<file path="config.mk">
export PLATFORM = sky130hd
export DESIGN_NAME = ysyx_exu_mdu_ctrl_flat
export DESIGN_NICKNAME = d
export VERILOG_FILES = /design/src/rtl/ysyx_mdu_pkg.sv /design/src/rtl/ysyx_exu_mdu_ctrl_if.sv /design/src/rtl/ysyx_mdu_special.sv /design/src/rtl/ysyx_exu_mdu_ctrl.sv /design/src/flat_wrapper.sv
export VERILOG_INCLUDE_DIRS = /design/src /design/src/rtl
export SDC_FILE = /design/constraint.sdc
export NUM_CORES = 1
export LEC_CHECK = 0
export CAP_MARGIN = 10
export CORE_MARGIN = 1
export CORE_UTILIZATION = 46
export CTS_CLUSTER_SIZE = 16
export DETAILED_ROUTE_END_ITERATION = 6
export PLACE_DENSITY = 0.86
export SETUP_SLACK_MARGIN = 0.2
export SLEW_MARGIN = 15
export SYNTH_ARGS = -nofsm -noshare
export SYNTH_HDL_FRONTEND = slang
export SYNTH_HIERARCHICAL = 1
export SYNTH_SLANG_ARGS = --single-unit
</file>
<file path="constraint.sdc">
create_clock -name clock -period 5.6 [get_ports clock]
set_clock_uncertainty 0.2 [all_clocks]
set_input_delay 1.4 -clock clock [delete_from_list [all_inputs] [get_ports clock]]
set_output_delay 1.4 -clock clock [all_outputs]
set_load 0.01 [all_outputs]
</file>
<file path="src/rtl/ysyx.svh">
// Shared core-wide defines: datapath width and the RV32M slice of the ALU op encoding.
`ifndef YSYX_SVH
`define YSYX_SVH

`define YSYX_XLEN 32

`define YSYX_ALU_MUL___ 5'b10000
`define YSYX_ALU_MULH__ 5'b10001
`define YSYX_ALU_MULHSU 5'b10010
`define YSYX_ALU_MULHU_ 5'b10011
`define YSYX_ALU_DIV___ 5'b10100
`define YSYX_ALU_DIVU__ 5'b10101
`define YSYX_ALU_REM___ 5'b10110
`define YSYX_ALU_REMU__ 5'b10111

`endif

</file>
<file path="src/rtl/ysyx_mdu_pkg.sv">
// Types, constants and helpers shared by the multiply/divide request controller.
`include "ysyx.svh"

package ysyx_mdu_pkg;

  typedef enum logic [2:0] {
    MDU_IDLE,
    MDU_ISSUE,
    MDU_WAIT,
    MDU_DONE,
    MDU_DRAIN
  } mdu_state_t;

  localparam logic [`YSYX_XLEN-1:0] MDU_INT_MIN  = {1'b1, {(`YSYX_XLEN-1){1'b0}}};
  localparam logic [`YSYX_XLEN-1:0] MDU_ALL_ONES = {`YSYX_XLEN{1'b1}};

  function automatic logic is_div_op(input logic [4:0] op);
    case (op)
      `YSYX_ALU_DIV___, `YSYX_ALU_DIVU__,
      `YSYX_ALU_REM___, `YSYX_ALU_REMU__: return 1'b1;
      default:                            return 1'b0;
    endcase
  endfunction

endpackage

</file>
<file path="src/rtl/ysyx_exu_mdu_ctrl_if.sv">
// Issue-side request and writeback-side response handshakes of the MDU controller.
`include "ysyx.svh"

interface ysyx_exu_mdu_ctrl_if #(
  parameter int XLEN  = `YSYX_XLEN,
  parameter int TAG_W = 4
) ();

  logic             req_valid;
  logic             req_ready;
  logic [XLEN-1:0]  req_a;
  logic [XLEN-1:0]  req_b;
  logic [4:0]       req_op;
  logic [TAG_W-1:0] req_tag;

  logic             rsp_valid;
  logic             rsp_ready;
  logic [XLEN-1:0]  rsp_r;
  logic [TAG_W-1:0] rsp_tag;

  // Issue stage / writeback side.
  modport master (
    output req_valid, req_a, req_b, req_op, req_tag, rsp_ready,
    input  req_ready, rsp_valid, rsp_r, rsp_tag
  );

  // Controller side.
  modport slave (
    input  req_valid, req_a, req_b, req_op, req_tag, rsp_ready,
    output req_ready, rsp_valid, rsp_r, rsp_tag
  );

endinterface

</file>
<file path="src/rtl/ysyx_mdu_special.sv">
// Detects M-extension cases that resolve without the unit (x/0, INT_MIN/-1, unknown op).
`include "ysyx.svh"

module ysyx_mdu_special
  import ysyx_mdu_pkg::*;
#(
  parameter int XLEN = `YSYX_XLEN
) (
  input  logic [XLEN-1:0] a,
  input  logic [XLEN-1:0] b,
  input  logic [4:0]      op,
  output logic            special,
  output logic [XLEN-1:0] r
);

  logic div_zero;
  logic overflow;

  assign div_zero = is_div_op(op) && (b == '0);
  assign overflow = (a == MDU_INT_MIN) && (b == MDU_ALL_ONES);

  always_comb begin
    // NOTE: every output gets a default first so no path through the case leaves a latch.
    special = 1'b0;
    r       = '0;
    case (op)
      `YSYX_ALU_DIV___, `YSYX_ALU_DIVU__: begin
        if (div_zero) begin
          special = 1'b1;
          r       = MDU_ALL_ONES;
        end else if (overflow && op == `YSYX_ALU_DIV___) begin
          special = 1'b1;
          r       = MDU_INT_MIN;
        end
      end
      `YSYX_ALU_REM___, `YSYX_ALU_REMU__: begin
        if (div_zero) begin
          special = 1'b1;
          r       = a;
        end else if (overflow && op == `YSYX_ALU_REM___) begin
          special = 1'b1;
        end
      end
      `YSYX_ALU_MUL___, `YSYX_ALU_MULH__,
      `YSYX_ALU_MULHSU, `YSYX_ALU_MULHU_: ;
      // Anything else mirrors the unit's default result of zero.
      default: special = 1'b1;
    endcase
  end

endmodule

</file>
<file path="src/rtl/ysyx_exu_mdu_ctrl.sv">
// Request-side controller for ysyx_exu_mul: launches one op at a time, returns result with its ROB tag.
`include "ysyx.svh"

module ysyx_exu_mdu_ctrl
  import ysyx_mdu_pkg::*;
#(
  parameter int XLEN  = `YSYX_XLEN,
  parameter int TAG_W = 4
) (
  input  logic            clock,
  input  logic            reset,
  input  logic            flush,
  ysyx_exu_mdu_ctrl_if.slave io,
  output logic [XLEN-1:0] mul_a,
  output logic [XLEN-1:0] mul_b,
  output logic [4:0]      mul_op,
  output logic            mul_valid,
  input  logic [XLEN-1:0] mul_r,
  input  logic            mul_done
);

  mdu_state_t       state;
  logic [TAG_W-1:0] tag_q;
  logic             special;
  logic [XLEN-1:0]  special_r;

  ysyx_mdu_special #(.XLEN(XLEN)) u_special (
    .a       (io.req_a),
    .b       (io.req_b),
    .op      (io.req_op),
    .special (special),
    .r       (special_r)
  );

  // mul_a/mul_b/mul_op double as the latched operands, so they hold through ISSUE and WAIT.
  always_ff @(posedge clock) begin
    // NOTE: sequential state uses non-blocking assignments so every register samples pre-edge values.
    if (reset) begin
      state        <= MDU_IDLE;
      io.req_ready <= 1'b1;
      io.rsp_valid <= 1'b0;
      io.rsp_r     <= '0;
      io.rsp_tag   <= '0;
      mul_valid    <= 1'b0;
      mul_a        <= '0;
      mul_b        <= '0;
      mul_op       <= '0;
      tag_q        <= '0;
    end else begin
      case (state)
        MDU_IDLE: begin
          if (!flush && io.req_valid) begin
            mul_a        <= io.req_a;
            mul_b        <= io.req_b;
            mul_op       <= io.req_op;
            tag_q        <= io.req_tag;
            io.req_ready <= 1'b0;
            if (special) begin
              io.rsp_r     <= special_r;
              io.rsp_tag   <= io.req_tag;
              io.rsp_valid <= 1'b1;
              state        <= MDU_DONE;
            end else begin
              mul_valid <= 1'b1;
              state     <= MDU_ISSUE;
            end
          end
        end

        MDU_ISSUE: begin
          mul_valid <= 1'b0;
          state     <= flush ? MDU_DRAIN : MDU_WAIT;
        end

        MDU_WAIT: begin
          if (flush) begin
            // A result arriving with the flush is already retired by the unit; nothing left to drain.
            if (mul_done) begin
              io.req_ready <= 1'b1;
              state        <= MDU_IDLE;
            end else begin
              state <= MDU_DRAIN;
            end
          end else if (mul_done) begin
            io.rsp_r     <= mul_r;
            io.rsp_tag   <= tag_q;
            io.rsp_valid <= 1'b1;
            state        <= MDU_DONE;
          end
        end

        MDU_DONE: begin
          if (flush || io.rsp_ready) begin
            io.rsp_valid <= 1'b0;
            io.req_ready <= 1'b1;
            state        <= MDU_IDLE;
          end
        end

        MDU_DRAIN: begin
          if (mul_done) begin
            io.req_ready <= 1'b1;
            state        <= MDU_IDLE;
          end
        end

        default: begin
          io.req_ready <= 1'b1;
          io.rsp_valid <= 1'b0;
          mul_valid    <= 1'b0;
          state        <= MDU_IDLE;
        end
      endcase
    end
  end

endmodule

</file>
<file path="src/flat_wrapper.sv">
// flat-port wrapper written by rule: the top's interface ports become plain ports
module ysyx_exu_mdu_ctrl_flat import ysyx_mdu_pkg::*;
#(
  parameter int XLEN  = `YSYX_XLEN,
  parameter int TAG_W = 4
)
  (clock, reset, flush, mul_a, mul_b, mul_op, mul_valid, mul_r, mul_done, io_req_valid, io_req_a, io_req_b, io_req_op, io_req_tag, io_rsp_ready, io_req_ready, io_rsp_valid, io_rsp_r, io_rsp_tag);
  ysyx_exu_mdu_ctrl_if #(.XLEN(XLEN), .TAG_W(TAG_W)) io_i ();
  input  logic clock;
  input  logic reset;
  input  logic flush;
  output logic [XLEN-1:0] mul_a;
  output logic [XLEN-1:0] mul_b;
  output logic [4:0] mul_op;
  output logic mul_valid;
  input  logic [XLEN-1:0] mul_r;
  input  logic mul_done;
  input wire logic [$bits(io_i.req_valid)-1:0] io_req_valid;
  input wire logic [$bits(io_i.req_a)-1:0] io_req_a;
  input wire logic [$bits(io_i.req_b)-1:0] io_req_b;
  input wire logic [$bits(io_i.req_op)-1:0] io_req_op;
  input wire logic [$bits(io_i.req_tag)-1:0] io_req_tag;
  input wire logic [$bits(io_i.rsp_ready)-1:0] io_rsp_ready;
  output wire logic [$bits(io_i.req_ready)-1:0] io_req_ready;
  output wire logic [$bits(io_i.rsp_valid)-1:0] io_rsp_valid;
  output wire logic [$bits(io_i.rsp_r)-1:0] io_rsp_r;
  output wire logic [$bits(io_i.rsp_tag)-1:0] io_rsp_tag;
  assign io_i.req_valid = io_req_valid;
  assign io_i.req_a = io_req_a;
  assign io_i.req_b = io_req_b;
  assign io_i.req_op = io_req_op;
  assign io_i.req_tag = io_req_tag;
  assign io_i.rsp_ready = io_rsp_ready;
  assign io_req_ready = io_i.req_ready;
  assign io_rsp_valid = io_i.rsp_valid;
  assign io_rsp_r = io_i.rsp_r;
  assign io_rsp_tag = io_i.rsp_tag;
  ysyx_exu_mdu_ctrl #(.XLEN(XLEN), .TAG_W(TAG_W)) u_core (.clock(clock), .reset(reset), .flush(flush), .io(io_i), .mul_a(mul_a), .mul_b(mul_b), .mul_op(mul_op), .mul_valid(mul_valid), .mul_r(mul_r), .mul_done(mul_done));
endmodule
</file>
### Word-level counts from Yosys, hierarchy flattened

Index checks and enable logic that the tools add are counted.

* register bits: 115
* logic and storage cells: 101

* equal/unequal tests: 23
* multiplexer cells: 43
* bitwise operators: 3
* reductions and logical operators: 22

Operator list (number)
* 32-bit two-way mux: 7
* 32-bit one-hot mux with 2 select lines: 2
* 32-bit == test, second input constant: 2
* 5-bit == test, second input constant: 8
* 32-bit logical NOT: 1
* 3-bit two-way mux: 7
* 1-bit two-way mux: 16
* 4-bit two-way mux: 4
* 3-bit one-hot mux with 5 select lines: 1
* 2-bit inequality test, second input constant: 5
* 4-bit one-hot mux with 2 select lines: 1
* 4-bit AND reduction: 2
* 4-bit OR reduction: 2
* 3-bit by 2-bit == test with 1-bit output, second input constant: 2
* 2-bit by 1-bit inequality test with 1-bit output, second input constant: 3
* 6-bit AND reduction: 1
* 2-bit OR reduction: 3
* 1-bit logical AND: 5
* 1-bit one-hot mux with 5 select lines: 1
* 5-bit AND reduction: 1
* 1-bit one-hot mux with 4 select lines: 1
* 3-bit by 1-bit == test with 1-bit output, second input constant: 1
* 3-bit == test, second input constant: 1
* 3-bit logical NOT: 1
* other kinds (11): 13

### Longest topological paths before layout

* depth after elaboration: 9
* gate-level depth with buffers: 11
* depth with buffers taken out: 9

### Cells and area by module

The synthesis kept the hierarchy.

By module, submodules not included
* ysyx_exu_mdu_ctrl: instances 1, cells an instance 540, area each 4598.2 µm², seq. area each 2302.2 µm²
* ysyx_mdu_special: instances 1, cells an instance 112, area each 616.8 µm², seq. area each 0.0 µm²

### Worst setup path after synthesis

Ideal clock, no wire load.

* path kind: input-to-reg
* from: input io_req_b[17]
* to: register u_core.io.rsp_r[23]
* arrival: 3300 ps
* data required time: 5255 ps
* path slack: 1955 ps
* stages on the path: 9
* path buffers: 2
* cell sequence: or4_4 nor3_2 nand4_2 nand4b_1 mux2i_1 nor4b_2 buf_4 buf_2 a211oi_2

* word-level cells in the longest chain between the ends: 8

Ends and longest elaborated chain
* start, declared: line flat_wrapper.sv:20 `input wire logic [$bits(io_i.req_b)-1:0] io_req_b;`
* 32-bit == test: line ysyx_mdu_special.sv:20 `assign overflow = (a == MDU_INT_MIN) && (b == MDU_ALL_ONES);`
* 1-bit logical AND: line ysyx_mdu_special.sv:20
* 1-bit logical AND (no source line)
* 1-bit two-way mux (on tied branches): line ysyx_mdu_special.sv:40, ysyx_mdu_special.sv:31
* 1-bit two-way mux (on tied branches): line ysyx_mdu_special.sv:37, ysyx_mdu_special.sv:28
* 1-bit one-hot mux with 3 select lines (*): line ysyx_mdu_special.sv:26 `case (op)`
* net u_core.special: line ysyx_exu_mdu_ctrl.sv:24 `logic special;`
* 2-bit by 1-bit inequality test with 1-bit output (no source line) (*)
* 5-bit AND reduction (no source line) (*)
* end signal, assigned: line ysyx_exu_mdu_ctrl.sv:59 `io.rsp_r <= special_r;`
* end signal, assigned: line ysyx_exu_mdu_ctrl.sv:85 `io.rsp_r <= mul_r;`
* end, declared: line ysyx_exu_mdu_ctrl_if.sv:30 `output req_ready, rsp_valid, rsp_r, rsp_tag`

Mark *: on every way through the listed nets, which the timed path passes. The rest lies on a longest branch. The select of a mux whose other input is x is not followed.
A chain may end at the register's enable or synchronous reset.

### Worst setup path in the final report

* from: input io_req_a[13]
* to: register u_core.io.rsp_r[30]

* word-level cells in the longest chain between the ends: 8

Ends and longest elaborated chain
* start, declared: line flat_wrapper.sv:19 `input wire logic [$bits(io_i.req_a)-1:0] io_req_a;`
* 32-bit == test (*): line ysyx_mdu_special.sv:20
* 1-bit logical AND (*): line ysyx_mdu_special.sv:20
* 1-bit logical AND (no source line)
* 1-bit two-way mux (on tied branches): line ysyx_mdu_special.sv:40, ysyx_mdu_special.sv:31
* 1-bit two-way mux (on tied branches): line ysyx_mdu_special.sv:37, ysyx_mdu_special.sv:28
* 1-bit one-hot mux with 3 select lines (*): line ysyx_mdu_special.sv:26
* net u_core.special: line ysyx_exu_mdu_ctrl.sv:24
* 2-bit by 1-bit inequality test with 1-bit output (no source line) (*)
* 5-bit AND reduction (no source line) (*)

Mark *: on every way through the listed nets, which the timed path passes. The rest lies on a longest branch.

==> summary.md <==
| Metric | Value |
|---|---|
| Hold Path Class | `flip-flop to flip-flop` |
| Post-Route M1 WL | `6880 um` |
| Worst slack, placed | `0.739 ns` |
| Top-area cell type share of the netlist area | `44.1%` |
| Critical path peak fanout | `74` |
| Reg-to-reg slack, setup | `2.92 ns` |
| Std-Cell Rows | `38` |
| HPWL Detailed | `12,700 um` |
| Ports | `219` |
| DR top layer | `met4` |
| DRT Wirelength | `18,000 um` |
| Initial antenna violation count | `0` |
| Area grow syn2layout | `53.9%` |
| Mean Syn Cell Area | `8.00 sq um` |
| Via count of the first global-routing pass | `5,590` |
| Clock root cell | `clkbuf_16` |
| ANT nets after route | `0` |
| Largest family of logic cells by synthesized area | `simple AND/OR/NAND/NOR gates` |
| RSZ-0062 raised after global routing | `no` |
| Netlist Area Pre-Place | `5220 sq um` |
| Largest net degree at the start of global routing | `75` |
| EDFF count, synth | `0` |
| Relative slew slack | `46.7%` |
| GRT overflow | `0` |
| Critical path type | `input pin to flip-flop` |
| Post-Synthesis Cells | `652` |
| CTS Buf Count | `17` |
| WL per Instance | `18.1 um` |
| Final Worst Setup Slack | `1.07 ns` |
| Hold Crit Start | `u_core/mul_b[10]$_SDFFE_PP0P_` |
| Post_cts resized | `0` |
| Fmax | `0.221 GHz` |
| Top FF cell, synth | `dfxtp_1` |
| Die Y | `108 um` |
| First-pass GRT wire length | `27,400 um` |
| Clk Latency, worst-skew pair | `0.41 ns` |
| MaxCap Viol Count | `0` |
| Setup repair bufs after CTS | `0` |
| Synth Area in Simple Gates | `21.5%` |
| Final Non-Filler Cells | `998` |
| Number of hold buffers added after CTS | `0` |
| FF+latch count, synth | `115` |
| Count of final setup violators | `0` |
| Mux cell area share after synthesis | `7.68%` |
| Core box area | `10,900 sq um` |
| Reg clk slew, reported paths | `0.05 ns` |
| Worst reg2reg path depth | `5` |
| Most common cell after layout, fill and taps aside | `clkdlybuf4s50_1` |
| Power per Cell Area | `399 nW/um^2` |
| Commonest cells after routing, fill and taps aside | `clkdlybuf4s50_1 (217), nand2_1 (149), dfxtp_1 (115)` |
| Die ar. | `11,800 sq um` |
| Vias/cell | `5.57` |
| Final Cell Area | `8030 sq um` |
| Via count | `5,554` |
| WP data arrival | `4.64 ns` |
| Final Hold Fails | `0` |
| DRT iter0 DRCs | `381` |
| Final #Nets | `956` |
| Post-place instance area | `7390 sq um` |
| Ys async rst share | `0%` |
| Compound-gate portion of the synthesized area | `18.7%` |
| Metal2 WL | `9060 um` |
| IO buf count | `218` |
| P_leak | `2.87 nW` |
| Worst-case clock buffer depth | `2` |
| Adder-Cell Fraction of Synth Area | `0.192%` |
| Reg2reg start | `u_core/state[0]$_SDFFE_PP0P_` |
| Final setup TNS | `0 ns` |
| Routability cong. | `0.867` |
| Sink Count | `115` |
| Critical Path Start | `io_req_a[13]` |
| Synth Net Count | `763` |
| Required @ worst endpoint | `5.71 ns` |
| Synth Area in XOR/XNOR | `0%` |
| Worst Setup EP | `u_core/io.rsp_r[30]$_SDFFE_PP0P_` |
| Sequential area share after synthesis | `44.1%` |
| WHS | `0.252 ns` |
| Residual DRC count | `0` |
| Synth area leader | `dfxtp_1` |
| Yosys Warn Count | `6` |
| Reg2Reg Capture Point | `u_core/mul_a[27]$_SDFFE_PP0P_` |
| CTS tree | `built` |
| Inserted Diodes | `0` |
| Final Cycle Share | `80.8%` |
| TritonRoute pass-1 iters | `5` |
| Initial Util | `47.7%` |
| Max VDD drop | `0.000232 V` |
| GRT Total Usage | `30.8%` |
| Dpl cells | `966` |
| Worst Setup Start Kind | `input pin` |
| Die Span X | `108 um` |
| Crit end category | `flip-flop` |
| Number of fill cells | `842` |
| Max H-tree Level | `4` |
| Fraction of layout instances using a drive strength above 1 | `6.76%` |
| Fin. max-slew vios | `0` |
| Status | `complete, no violations` |
| Fin crit period | `4.53 ns` |
| Worst slew pin tran | `0.798 ns` |
| Routed wl met3 | `1590 um` |
| Synth unique cells | `45` |
| Top cells by area, synth | `dfxtp_1 (44%), nand2_1 (11%), a21oi_1 (10%)` |
-- flip-flops by register name, summed over array words and instances (netlist names) --
signal / count
u_core/tag_q: 4
u_core/mul_valid: 1
u_core/io.rsp_tag: 4
u_core/io.req_ready: 1
u_core/mul_op: 5
u_core/io.rsp_r: 32
u_core/mul_a: 32
u_core/mul_b: 32
u_core/io.rsp_valid: 1
u_core/state: 3
-- worst max-delay path, stage by stage --
cell and delay [ns]:
clkdlybuf4s50_1 0.47, nor4_1 0.60, and4_1 0.29, nand3_1 0.07
or4_1 0.41, nand4b_1 0.15, mux2i_1 0.13, nor4b_4 0.36
buf_12 0.36, nor2_1 0.11, a211oi_1 0.27
-- cell type report --
| type | instances | area [sq um] | area share, % |
|---|---|---|---|
| inverters | 35 | 131 | 1.64 |
| clock buffers | 22 | 454 | 5.66 |
| well taps | 140 | 175 | 2.18 |
| multi-input cells | 449 | 2520 | 31.4 |
| clock inverters | 10 | 180 | 2.24 |
| flip-flops and latches | 115 | 2300 | 28.7 |
| repair buffers | 227 | 2260 | 28.2 |
-- Yosys cell counts (2+ instances only) --
| cell | instances |
|---|---|
| o21ai_0 | 4 |
| nand2b_1 | 3 |
| clkbuf_1 | 28 |
| nor2_1 | 48 |
| inv_1 | 35 |
| dfxtp_1 | 115 |
| nor2b_1 | 3 |
| a21oi_2 | 2 |
| buf_4 | 6 |
| nor4_1 | 13 |
| a2bb2oi_1 | 2 |
| nor3_1 | 3 |
| a211oi_1 | 26 |
| buf_1 | 4 |
| a211oi_2 | 10 |
| nand3_1 | 4 |
| nand2_1 | 149 |
| and4_1 | 4 |
| or4_1 | 3 |
| a21oi_1 | 106 |
| o31a_1 | 2 |
| mux2i_1 | 40 |
| buf_6 | 6 |
| nand4_1 | 6 |
| buf_2 | 9 |
| nor3b_1 | 2 |
-- kinds of logic after synthesis --
kind of cell             after synthesis
multiplexers                          40
AO/OA/AOI/OAI                        158
buffers and inverters                 88
flip-flops                           115
AND/OR/NAND/NOR                      250
adder cells (fa/ha/maj)                1
-- report_power, final --
| part | internal (mW) | total (mW) | switching [mW] |
|---|---|---|---|
| combinational | 0.482 | 0.978 | 0.497 |
| clock | 0.798 | 1.17 | 0.369 |
| sequential | 0.954 | 1.06 | 0.102 |
| total | 2.23 | 3.20 | 0.968 |
-- per-stage QoR --
step                power (mW)  utilization [%]
detailed placement        2.03             67.6
finish                    3.20             73.4
CTS                       3.21             73.4
floorplan                 1.59                -
global placement          1.99             67.6
global route              3.34             73.4
-- per-layer routing --
layer | global-route usage [%] | vias up
met5 | 0 | -
met4 | 14.1 | 0
met3 | 9.95 | 40
met2 | 53.6 | 279
met1 | 33.9 | 2616
li1 | - | 2619
-- how the worst min path moves through the flow --
stage | endpoint | slack [ns] | cells past startpoint
after floorplan | u_core/tag_q[0]$_SDFFE_PP0P_ | 0.24 | 2
after global placement | u_core/mul_b[1]$_SDFFE_PP0P_ | 0.24 | 2
after detailed placement | u_core/mul_b[20]$_SDFFE_PP0P_ | 0.25 | 2
after CTS | u_core/mul_b[20]$_SDFFE_PP0P_ | 0.25 | 2
after global routing | u_core/mul_a[1]$_SDFFE_PP0P_ | 0.27 | 2
final | u_core/mul_b[10]$_SDFFE_PP0P_ | 0.25 | 2
Power figures use the tool's default switching activity.
